`src/rtl/hb_decim2.sv`:
```
// Half-band decimate-by-2 FIR (taps -1,0,9,16,9,0,-1 / 32) with a sequential 3-step MAC.
// Define HB_SAT_EN to saturate the output to 16 bits; otherwise the result wraps.
module hb_decim2 #(
  parameter int unsigned OUT_SHIFT = 5
) (
  input  logic        clk,
  input  logic        rst,
  input  logic [15:0] in_data,
  input  logic        in_valid,
  output logic [15:0] out_data,
  output logic        out_valid,
  input  logic        out_ready,
  output logic        overrun,
  output logic        out_drop
);

  localparam int unsigned DW       = 16;
  localparam int unsigned SW       = DW + 1;
  localparam int unsigned AW       = 22;
  localparam int unsigned TAPS     = 7;
  localparam int unsigned RND_BIAS = 1 << (OUT_SHIFT - 1);

  typedef enum logic [2:0] {
    S_IDLE,
    S_MAC1,
    S_MAC2,
    S_MAC3,
    S_RND
  } state_e;

  state_e                   state_q, state_d;
  logic [TAPS-1:0][DW-1:0]  x_q, x_d;
  logic                     phase_q, phase_d;
  logic signed [AW-1:0]     acc_q, acc_d;
  logic [DW-1:0]            out_data_q, out_data_d;
  logic                     out_valid_q, out_valid_d;
  logic                     overrun_q, overrun_d;
  logic                     out_drop_q, out_drop_d;

  logic signed [SW-1:0]     pair_sum;
  logic signed [AW-1:0]     rnd_sum;
  logic signed [AW-1:0]     shifted;
  logic [DW-1:0]            rnd_res;

  // Round half-up, scale back, then saturate or wrap to 16 bits
  always_comb begin
    rnd_sum = acc_q + $signed(AW'(RND_BIAS));
    shifted = rnd_sum >>> OUT_SHIFT;
`ifdef HB_SAT_EN
    if (shifted > AW'(32'sd32767)) begin
      rnd_res = 16'h7fff;
    end else if (shifted < AW'(-32'sd32768)) begin
      rnd_res = 16'h8000;
    end else begin
      rnd_res = DW'(shifted);
    end
`else
    rnd_res = DW'(shifted);
`endif
  end

  // Next-state: sample intake, MAC sequencing and output handshake
  always_comb begin
    state_d     = state_q;
    x_d         = x_q;
    phase_d     = phase_q;
    acc_d       = acc_q;
    out_data_d  = out_data_q;
    out_valid_d = out_valid_q && !out_ready;
    overrun_d   = overrun_q;
    out_drop_d  = out_drop_q;
    pair_sum    = '0;

    case (state_q)
      S_IDLE: begin
        if (in_valid) begin
          x_d     = {x_q[TAPS-2:0], in_data};
          phase_d = !phase_q;
          if (phase_q) begin
            state_d = S_MAC1;
          end
        end
      end
      S_MAC1: begin
        acc_d   = AW'($signed(x_q[3])) <<< 4;
        state_d = S_MAC2;
      end
      S_MAC2: begin
        pair_sum = SW'($signed(x_q[2])) + SW'($signed(x_q[4]));
        acc_d    = acc_q + (AW'(pair_sum) <<< 3) + AW'(pair_sum);
        state_d  = S_MAC3;
      end
      S_MAC3: begin
        pair_sum = SW'($signed(x_q[0])) + SW'($signed(x_q[6]));
        acc_d    = acc_q - AW'(pair_sum);
        state_d  = S_RND;
      end
      S_RND: begin
        out_data_d  = rnd_res;
        out_valid_d = 1'b1;
        if (out_valid_q && !out_ready) begin
          out_drop_d = 1'b1;
        end
        state_d = S_IDLE;
      end
      default: begin
        state_d = S_IDLE;
      end
    endcase

    // Samples arriving mid-computation are lost; flag it
    if (in_valid && (state_q != S_IDLE)) begin
      overrun_d = 1'b1;
    end
  end

  always_ff @(posedge clk) begin
    if (rst) begin
      state_q     <= S_IDLE;
      x_q         <= '0;
      phase_q     <= 1'b0;
      acc_q       <= '0;
      out_data_q  <= '0;
      out_valid_q <= 1'b0;
      overrun_q   <= 1'b0;
      out_drop_q  <= 1'b0;
    end else begin
      state_q     <= state_d;
      x_q         <= x_d;
      phase_q     <= phase_d;
      acc_q       <= acc_d;
      out_data_q  <= out_data_d;
      out_valid_q <= out_valid_d;
      overrun_q   <= overrun_d;
      out_drop_q  <= out_drop_d;
    end
  end

  assign out_data  = out_data_q;
  assign out_valid = out_valid_q;
  assign overrun   = overrun_q;
  assign out_drop  = out_drop_q;

endmodule

```
`config.mk`:
```
export PLATFORM = sky130hd
export DESIGN_NAME = hb_decim2
export DESIGN_NICKNAME = d
export VERILOG_FILES = /design/src/rtl/hb_decim2.sv
export SDC_FILE = /design/constraint.sdc
export NUM_CORES = 1
export LEC_CHECK = 0
export CORE_MARGIN = 5
export CORE_UTILIZATION = 67
export DETAILED_ROUTE_END_ITERATION = 7
export GPL_TIMING_DRIVEN = 0
export HOLD_SLACK_MARGIN = 0.05
export PLACE_DENSITY = 0.88
export SKIP_LAST_GASP = 1
export SYNTH_ARGS = -nofsm -noshare
export SYNTH_HDL_FRONTEND = slang
export SYNTH_SLANG_ARGS = --single-unit
```
`constraint.sdc`:
```
create_clock -name clk -period 12.5 [get_ports clk]
set_input_delay 2.5 -clock clk [delete_from_list [all_inputs] [get_ports clk]]
set_output_delay 2.5 -clock clk [all_outputs]
set_load 0.05 [all_outputs]
```
==> results of run 1 <==
==> power by group through the flow <==
stage / Combinational, mW / Sequential (mW) / Clock [mW]
3_3_place_gp: 0.411 / 0.557 / 0
5_1_grt: 0.472 / 0.550 / 0.576
6_report: 0.433 / 0.548 / 0.555
3_5_place_dp: 0.418 / 0.558 / 0
2_1_floorplan: 0.323 / 0.550 / 0
4_1_cts: 0.423 / 0.547 / 0.552
==> cell type report <==
type	instances	area share, %
plain buffers	57	2.00
clock buffers	18	4.00
clock inverters	12	1.76
inverters	84	2.94
multi-input cells	898	54.4
flip-flops and latches	156	29.1
well taps	180	2.10
repair buffers	39	3.62
==> worst max-delay path, stage by stage (launching register included) <==
cell and delay [ns]:
sky130_fd_sc_hd__dfxtp_1 0.41, sky130_fd_sc_hd__ha_1 0.20, sky130_fd_sc_hd__inv_1 0.06, sky130_fd_sc_hd__fa_1 0.39, sky130_fd_sc_hd__nor2b_1 0.17, sky130_fd_sc_hd__o2111ai_1 0.16, sky130_fd_sc_hd__and3_1 0.23, sky130_fd_sc_hd__o31ai_1 0.34
sky130_fd_sc_hd__o41a_1 0.22, sky130_fd_sc_hd__a21o_1 0.14, sky130_fd_sc_hd__a21o_1 0.16, sky130_fd_sc_hd__xor2_1 0.33, sky130_fd_sc_hd__fa_1 0.48, sky130_fd_sc_hd__ha_1 0.36, sky130_fd_sc_hd__a21oi_1 0.24, sky130_fd_sc_hd__o21ai_0 0.17
sky130_fd_sc_hd__a31oi_1 0.33, sky130_fd_sc_hd__nor2_1 0.08, sky130_fd_sc_hd__mux2_2 0.28, sky130_fd_sc_hd__a211oi_1 0.33, sky130_fd_sc_hd__a2111oi_2 0.08
==> flip-flops by register name (all words and copies together) (netlist names) <==
signal     count
out_valid      1
phase_q        1
out_data      16
state_q        3
out_drop       1
acc_q         21
x_q          112
overrun        1
==> worst max path at each step <==
stage / from / to / slack, ns / cells after the start
final: x_q[32] / acc_q[17] / 7.18 / 20
after global routing: x_q[32] / acc_q[17] / 6.91 / 20
after CTS: x_q[32] / acc_q[17] / 7.25 / 20
after detailed placement: x_q[32] / acc_q[17] / 7.32 / 20
after global placement: x_q[32] / acc_q[17] / 7.43 / 20
after floorplan: x_q[32] / acc_q[17] / 8.14 / 20
==> per-stage QoR <==
| stage | std cells | power, mW | worst slack (ns) |
|---|---|---|---|
| finish | 1444 | 1.54 | 7.18 |
| global route | 1444 | 1.60 | 6.91 |
| floorplan | 1195 | 0.873 | 8.14 |
| global placement | 1413 | 0.968 | 7.43 |
| CTS | 1443 | 1.52 | 7.25 |
| detailed placement | 1413 | 0.976 | 7.32 |
==> cell usage after synthesis (4+ instances only) <==
library cell and instances:
sky130_fd_sc_hd__a22oi_1 6, sky130_fd_sc_hd__dfxtp_1 156, sky130_fd_sc_hd__nand3_1 20, sky130_fd_sc_hd__a31oi_1 5, sky130_fd_sc_hd__o211ai_1 4, sky130_fd_sc_hd__and3_1 9, sky130_fd_sc_hd__buf_1 4, sky130_fd_sc_hd__xnor2_1 35
sky130_fd_sc_hd__nor4_1 4, sky130_fd_sc_hd__ha_1 62, sky130_fd_sc_hd__nand2_1 266, sky130_fd_sc_hd__clkbuf_1 53, sky130_fd_sc_hd__a311oi_1 7, sky130_fd_sc_hd__nor3_1 19, sky130_fd_sc_hd__o31ai_1 5, sky130_fd_sc_hd__a211oi_1 24
sky130_fd_sc_hd__a21o_1 19, sky130_fd_sc_hd__inv_1 82, sky130_fd_sc_hd__or3_1 6, sky130_fd_sc_hd__o21bai_1 6, sky130_fd_sc_hd__xor2_1 24, sky130_fd_sc_hd__o21ai_0 18, sky130_fd_sc_hd__a21oi_1 162, sky130_fd_sc_hd__o21a_1 7
sky130_fd_sc_hd__a2111oi_2 4, sky130_fd_sc_hd__fa_1 38, sky130_fd_sc_hd__nor2_1 81, sky130_fd_sc_hd__nor2b_1 6
==> logic make-up (layout without fill, tap and decap cells) <==
| group | Yosys count | after routing |
|---|---|---|
| XOR/XNOR | 59 | 59 |
| multiplexers | 4 | 4 |
| AO/OA/AOI/OAI | 312 | 312 |
| flip-flops | 156 | 156 |
| AND/OR/NAND/NOR | 423 | 423 |
| adder cells (fa/ha/maj) | 100 | 100 |
| buffers and inverters | 141 | 210 |
==> per-layer routing <==
| metal | track usage, % | vias to the layer above |
|---|---|---|
| li1 | - | 4184 |
| met1 | 39.2 | 4051 |
| met2 | 55.2 | 376 |
| met3 | 7.80 | 100 |
| met4 | 13.5 | 0 |
| met5 | 0 | - |
==> placed cells by master (no fill, tap or decap), types with 18 or more instances in the layout <==
cell type                         count
sky130_fd_sc_hd__a211oi_1            24
sky130_fd_sc_hd__a21o_1              19
sky130_fd_sc_hd__a21oi_1            162
sky130_fd_sc_hd__clkbuf_1            54
sky130_fd_sc_hd__clkdlybuf4s50_1     38
sky130_fd_sc_hd__dfxtp_1            156
sky130_fd_sc_hd__fa_1                38
sky130_fd_sc_hd__ha_1                62
sky130_fd_sc_hd__inv_1               82
sky130_fd_sc_hd__nand2_1            266
sky130_fd_sc_hd__nand3_1             20
sky130_fd_sc_hd__nor2_1              81
sky130_fd_sc_hd__nor3_1              19
sky130_fd_sc_hd__o21ai_0             18
sky130_fd_sc_hd__xnor2_1             35
sky130_fd_sc_hd__xor2_1              24
==> impl_metrics.py, run 1 <==
metrics = {
    "sta": {
        "holdWs_ns": 0.451,
        "finalSetupViolations": 0,
        "final.min_clock_period_ns": 5.32,
        "finalSetupTns_ns": 0,
        "fmaxAchievable_mhz": 188,
        "slew_viol_final": 0,
        "worst-slew-pin-transition_ns": 0.987,
        "hold_viol": 0,
        "timing.max_slew.rel_slack_pct": 33.8,
        "grt_setup_unrepaired": "no",
        "final_period_util_pct": 42.6,
        "fin_skew_ns": 0.00615,
    },
    "clock_network": {
        "ctsResizeCount": 0,
        "post_cts_buffers": 0,
        "numCtsBuffers": 17,
        "clkSinkCount": 156,
        "cts.clk_slew.worst_paths_ns": 0.06,
        "clock_latency_ns": 0.43,
        "clock_tree.root_cell": "sky130_fd_sc_hd__clkbuf_16",
        "cts.hold.buffers_added": 0,
        "clock_tree_from_tritoncts": "built",
        "clock_path_buffers": 2,
        "htreeDepth": 4,
    },
    "detailed_routing": {
        "remaining_drc_errors": 0,
        "wirelength_met1_mm": 10.5,
        "route.final.wire_length_mm": 26.4,
        "routed-wl-met3_mm": 2.21,
        "viasPerCell": 6.03,
        "detail-route-antenna-nets": 0,
        "wl_met2_mm": 12.6,
        "highest-signal-layer": "met4",
        "drt_iter0_markers": 768,
        "vias_after_detailed_routing": 8711,
        "dr.pass1.iters": 6,
        "drt-wirelength-per-cell_um": 18.3,
    },
    "hold_path": {
        "holdPathEnd": "x_q[47]",
        "hp-start": "x_q[31]",
        "worst_hold_path.num_cells": 2,
        "worst_hold_path_type": "flip-flop to flip-flop",
    },
    "yosys": {
        "synth_largest_type_area_fraction_pct": 32.9,
        "synth_async_sr_flop_share_pct": 0,
        "synth.lib_cells_used.distinct": 68,
        "ys_seq_area_share_pct": 32.9,
        "synth_edf_count": 0,
        "synth_simple_gate_area_share_pct": 18.4,
        "ys_dominant_reg_cell": "sky130_fd_sc_hd__dfxtp_1",
        "synth_cells": 1195,
        "synth_top_area_cells": "sky130_fd_sc_hd__dfxtp_1, sky130_fd_sc_hd__nand2_1, sky130_fd_sc_hd__a21oi_1, sky130_fd_sc_hd__ha_1, sky130_fd_sc_hd__fa_1",
        "synth.area.mux_share_pct": 0.435,
        "synth.ff_latch_count": 156,
        "synth.net_count": 1315,
        "synth_warnings": 0,
        "largest_family_of_logic_cells_by_synthesized_area": "compound AO/OA/AOI/OAI gates",
        "yosys.area.top_type": "sky130_fd_sc_hd__dfxtp_1",
        "synth_area_um2": 9490,
        "syn_avg_cell_area_um2": 7.94,
        "synth-compound-area-share_pct": 21.0,
        "synth-xor-area-share_pct": 5.45,
        "synthAdderAreaFrac_pct": 16.2,
    },
    "finish": {
        "fill_cell_instance_count_of_the_final_layout": 1000,
        "fin_area_um2": 10700,
        "layout-area-overhead-vs-synth_pct": 13.0,
        "utilization_pct": 77.2,
        "insertedDiodeCount": 0,
        "multi_input_comb_area_um2": 5840,
        "nNetsFinal": 1373,
        "drive_gt1_share_pct": 4.19,
        "final-seq-area_um2": 3120,
    },
    "die": {
        "initial_core_util_pct": 68.4,
        "die_area_um2": 16600,
        "row_count": 43,
        "chipWidth_um": 129,
        "ioPinCount": 39,
        "coreArea_um2": 13900,
        "floorplan_die_height_um": 129,
    },
    "run": {
        "timing.max_cap.violations": 0,
    },
    "pwr": {
        "power.share.sequential_pct": 35.7,
        "comb_power_share_pct": 28.2,
        "leakagePower_nw": 4.13,
        "internal-power_mw": 1.02,
        "switchingPower_uw": 515,
        "power.density_cell_area_nw_per_um2": 143,
        "power.clock.fraction_pct": 36.1,
        "swShare_pct": 33.5,
        "vdd_drop_max_mv": 0.110,
    },
    "placed_design": {
        "count_of_buffers_inserted_at_the_top_level_ports": 38,
        "dp.final_hpwl_mm": 20.5,
        "routability_driven_placement_congestion_ratio": 0.950,
        "postPlaceCellArea_um2": 10100,
    },
    "setup_path": {
        "reg2regPathDepth": 20,
        "timing.setup.critical_path_class": "flip-flop to flip-flop",
        "r2r-end": "acc_q[17]",
        "timing.reg2reg.setup_slack_ns": 7.18,
        "timing.critical_path.fanout_max": 4,
        "timing.critical_path.arrival_ns": 5.60,
        "critical_path.reg2reg.startpoint": "x_q[32]",
        "start_kind": "flip-flop",
        "end_kind": "flip-flop",
        "required_ns": 12.77,
    },
    "grt": {
        "grt_max_degree": 17,
        "first_global_vias": 8279,
        "grt_overflow": 0,
        "global_route_wire_length_before_repair_mm": 41.7,
        "antenna_found_initial": 0,
        "grt_util_all_layers_pct": 32.4,
    },
    "run_status": {
        "run_status": "finished clean",
    },
}
No activity file was read; power rests on OpenSTA's default activity.
==> run 2, diff against run 1 <==
--- a/config.mk
+++ b/config.mk
@@ -6,11 +6,11 @@
 export NUM_CORES = 1
 export LEC_CHECK = 0
 export CORE_MARGIN = 5
-export CORE_UTILIZATION = 67
+export CORE_UTILIZATION = 56
 export DETAILED_ROUTE_END_ITERATION = 7
 export GPL_TIMING_DRIVEN = 0
 export HOLD_SLACK_MARGIN = 0.05
-export PLACE_DENSITY = 0.88
+export PLACE_DENSITY = 0.78
 export SKIP_LAST_GASP = 1
 export SYNTH_ARGS = -nofsm -noshare
 export SYNTH_HDL_FRONTEND = slang
==> constraint.sdc (replaced) <==
create_clock -name clk -period 4.77 [get_ports clk]
set_input_delay 0.954 -clock clk [delete_from_list [all_inputs] [get_ports clk]]
set_output_delay 0.954 -clock clk [all_outputs]
set_load 0.05 [all_outputs]
==> run 2 against run 1 <==
  * Flip-flop and latch count stayed put
  * Count of clock-buffer cells in the layout up 2
  * Combinational power increased to 2.6 times the previous value
==> impl_metrics.py, run 2 (same netlist as run 1, synthesis figures left out) <==
metrics = {
    "detailed_routing": {
        "dr.pass1.iters": 5,
        "vias_after_detailed_routing": 8605,
        "detail-route-antenna-nets": 0,
        "remaining_drc_errors": 0,
        "viasPerCell": 5.78,
        "route.final.wire_length_mm": 25.8,
        "drt-wirelength-per-cell_um": 17.3,
        "drt_iter0_markers": 722,
    },
    "finish": {
        "fill_cell_instance_count_of_the_final_layout": 1448,
        "largest_register_ff_count": 112,
        "layout.cells.most_common": "sky130_fd_sc_hd__nand2_1",
        "regMostFlops": "x_q",
        "layout_common_cells": "sky130_fd_sc_hd__nand2_1, sky130_fd_sc_hd__a21oi_1, sky130_fd_sc_hd__dfxtp_1",
        "layout-area-overhead-vs-synth_pct": 15.2,
        "finish.cell_count_without_fillers": 1489,
        "drive_gt1_share_pct": 7.09,
        "nNetsFinal": 1376,
        "insertedDiodeCount": 0,
    },
    "hold_path": {
        "worst_hold_path.num_cells": 2,
        "worst_hold_path_type": "flip-flop to flip-flop",
    },
    "die": {
        "die_area_um2": 19600,
        "ioPinCount": 39,
        "row_count": 47,
        "chipWidth_um": 140,
        "initial_core_util_pct": 57.2,
        "coreArea_um2": 16600,
        "floorplan_die_height_um": 140,
    },
    "placed_design": {
        "routability_driven_placement_congestion_ratio": 0.951,
        "place.detailed.instances": 1453,
        "dp.final_hpwl_mm": 20.2,
        "count_of_buffers_inserted_at_the_top_level_ports": 38,
    },
    "pwr": {
        "swShare_pct": 34.1,
        "power.share.sequential_pct": 36.8,
        "vdd_drop_max_mv": 0.296,
        "power_mw": 3.91,
        "comb_power_share_pct": 28.8,
        "power.clock.fraction_pct": 34.5,
        "power.density_cell_area_nw_per_um2": 358,
        "leakagePower_nw": 4.15,
        "internal-power_mw": 2.58,
        "switchingPower_mw": 1.34,
    },
    "setup_path": {
        "cell_chain_critical_path": "ha_1 > a21o_1 > a21oi_2 > o21ai_0 > a31o_2 > a211oi_2 > xor2_1 > fa_1 > inv_1 > ha_1 > a21oi_1 > o21a_1 > o211ai_2 > buf_4 > a21o_1 > a21oi_1 > xor2_1 > a2111oi_0",
        "cp_num_buf_inv": 2,
        "timing.critical_path.max_delay_family": "compound AO/OA/AOI/OAI gates",
        "timing.critical_path.depth": 18,
        "end_kind": "flip-flop",
        "slowest_delay_ns": 0.49,
        "start_kind": "flip-flop",
        "timing.critical_path.slowest_stage_cell": "sky130_fd_sc_hd__fa_1",
        "timing.setup.critical_path_class": "flip-flop to flip-flop",
        "required_ns": 5.08,
        "timing.critical_path.arrival_ns": 4.96,
        "reg2regPathDepth": 18,
        "timing.critical_path.fanout_max": 5,
    },
    "sta": {
        "worst-slew-pin-transition_ns": 1.11,
        "finalSetupViolations": 0,
        "hold_viol": 0,
        "final_period_util_pct": 97.3,
        "slew_viol_final": 0,
        "timing.max_slew.rel_slack_pct": 25.5,
        "final.min_clock_period_ns": 4.64,
        "grt_setup_unrepaired": "yes",
        "fmaxAchievable_mhz": 215,
        "fin_skew_ns": 0.00818,
        "finalSetupTns_ns": 0,
    },
    "grt": {
        "grt_util_all_layers_pct": 26.0,
        "antenna_found_initial": 0,
        "first_global_vias": 7924,
        "grt_max_degree": 17,
        "global_route_wire_length_before_repair_mm": 40.4,
        "grt_overflow": 0,
    },
    "clock_network": {
        "cts.clk_slew.worst_paths_ns": 0.06,
        "cts.hold.buffers_added": 0,
        "htreeDepth": 4,
        "clock_tree.root_cell": "sky130_fd_sc_hd__clkbuf_16",
        "clock_tree_from_tritoncts": "built",
        "clkSinkCount": 156,
        "clock_latency_ns": 0.43,
        "numCtsBuffers": 17,
        "clock_path_buffers": 2,
    },
    "run_status": {
        "run_status": "finished clean",
    },
    "run": {
        "timing.max_cap.violations": 0,
    },
}
==> run 2: cell count changes in the layout (fill, tap and decap cells not counted), sizes merged <==
cell and delta:
bufinv -2, clkinvlp -1, buf +3, clkbuf +2, clkinv +3
==> run 2: path summary, 6_finish.rpt <==
check	from	endpoint	slack, ns
worst max-delay path	x_q[33]	acc_q[14]	0.13
worst min-delay path	x_q[16]	x_q[32]	0.45
worst max register to register	x_q[33]	acc_q[14]	0.13
worst min register to register	x_q[16]	x_q[32]	0.45
==> run 2: layout make-up <==
| class | instances | area, um^2 | area share, % |
|---|---|---|---|
| Clock inverter | 12 | 138 | 1.26 |
| Clock buffer | 20 | 437 | 3.99 |
| Buffer | 57 | 214 | 1.96 |
| Sequential cell | 156 | 3130 | 28.6 |
| Multi-Input combinational cell | 898 | 6010 | 55.0 |
| Inverter | 84 | 315 | 2.88 |
| Tap cell | 220 | 275 | 2.52 |
| Timing Repair Buffer | 42 | 410 | 3.75 |
==> run 2: stage by stage <==
step	setup slack (ns)	utilization, %	area [um^2]	hold WS, ns
after floorplan	0.406	-	9490	0.432
after global placement	-0.303	61.2	10100	0.439
after detailed placement	-0.336	61.2	10100	0.442
after CTS	0.00601	65.3	10800	0.448
after global routing	-0.0329	65.9	10900	0.473
final	0.128	65.9	10900	0.446
==> run 2: power groups by stage <==
stage / Clock, mW / Sequential [mW] / Combinational [mW]
after CTS: 1.35 / 1.44 / 1.10
after floorplan: 0 / 1.44 / 0.848
final: 1.35 / 1.44 / 1.13
after global placement: 0 / 1.46 / 1.07
after global routing: 1.42 / 1.44 / 1.24
after detailed placement: 0 / 1.46 / 1.09
==> run 2: repair_timing <==
| item | CTS | global route |
|---|---|---|
| pin swaps | 5 | 8 |
| setup endpoints to repair | 6 | 9 |
| gates resized for setup | 16 | 24 |
| setup buffers | 3 | 1 |
==> run 2: layer usage <==
metal	vias up	wire, um	GRT usage (%)
li1	4184	-	-
met1	3999	10900	33.8
met2	359	12100	44.0
met3	63	1980	4.40
met4	0	756	8.62
met5	-	0	0
==> run 2: worst reg2reg max path, stage by stage (launching register included) <==
cell and delay [ns]:
sky130_fd_sc_hd__dfxtp_2 0.34, sky130_fd_sc_hd__ha_1 0.29, sky130_fd_sc_hd__a21o_1 0.19, sky130_fd_sc_hd__a21oi_2 0.17
sky130_fd_sc_hd__o21ai_0 0.12, sky130_fd_sc_hd__a31o_2 0.31, sky130_fd_sc_hd__a211oi_2 0.29, sky130_fd_sc_hd__xor2_1 0.40
sky130_fd_sc_hd__fa_1 0.49, sky130_fd_sc_hd__inv_1 0.07, sky130_fd_sc_hd__ha_1 0.29, sky130_fd_sc_hd__a21oi_1 0.17
sky130_fd_sc_hd__o21a_1 0.25, sky130_fd_sc_hd__o211ai_2 0.17, sky130_fd_sc_hd__buf_4 0.19, sky130_fd_sc_hd__a21o_1 0.17
sky130_fd_sc_hd__a21oi_1 0.18, sky130_fd_sc_hd__xor2_1 0.09, sky130_fd_sc_hd__a2111oi_0 0.37
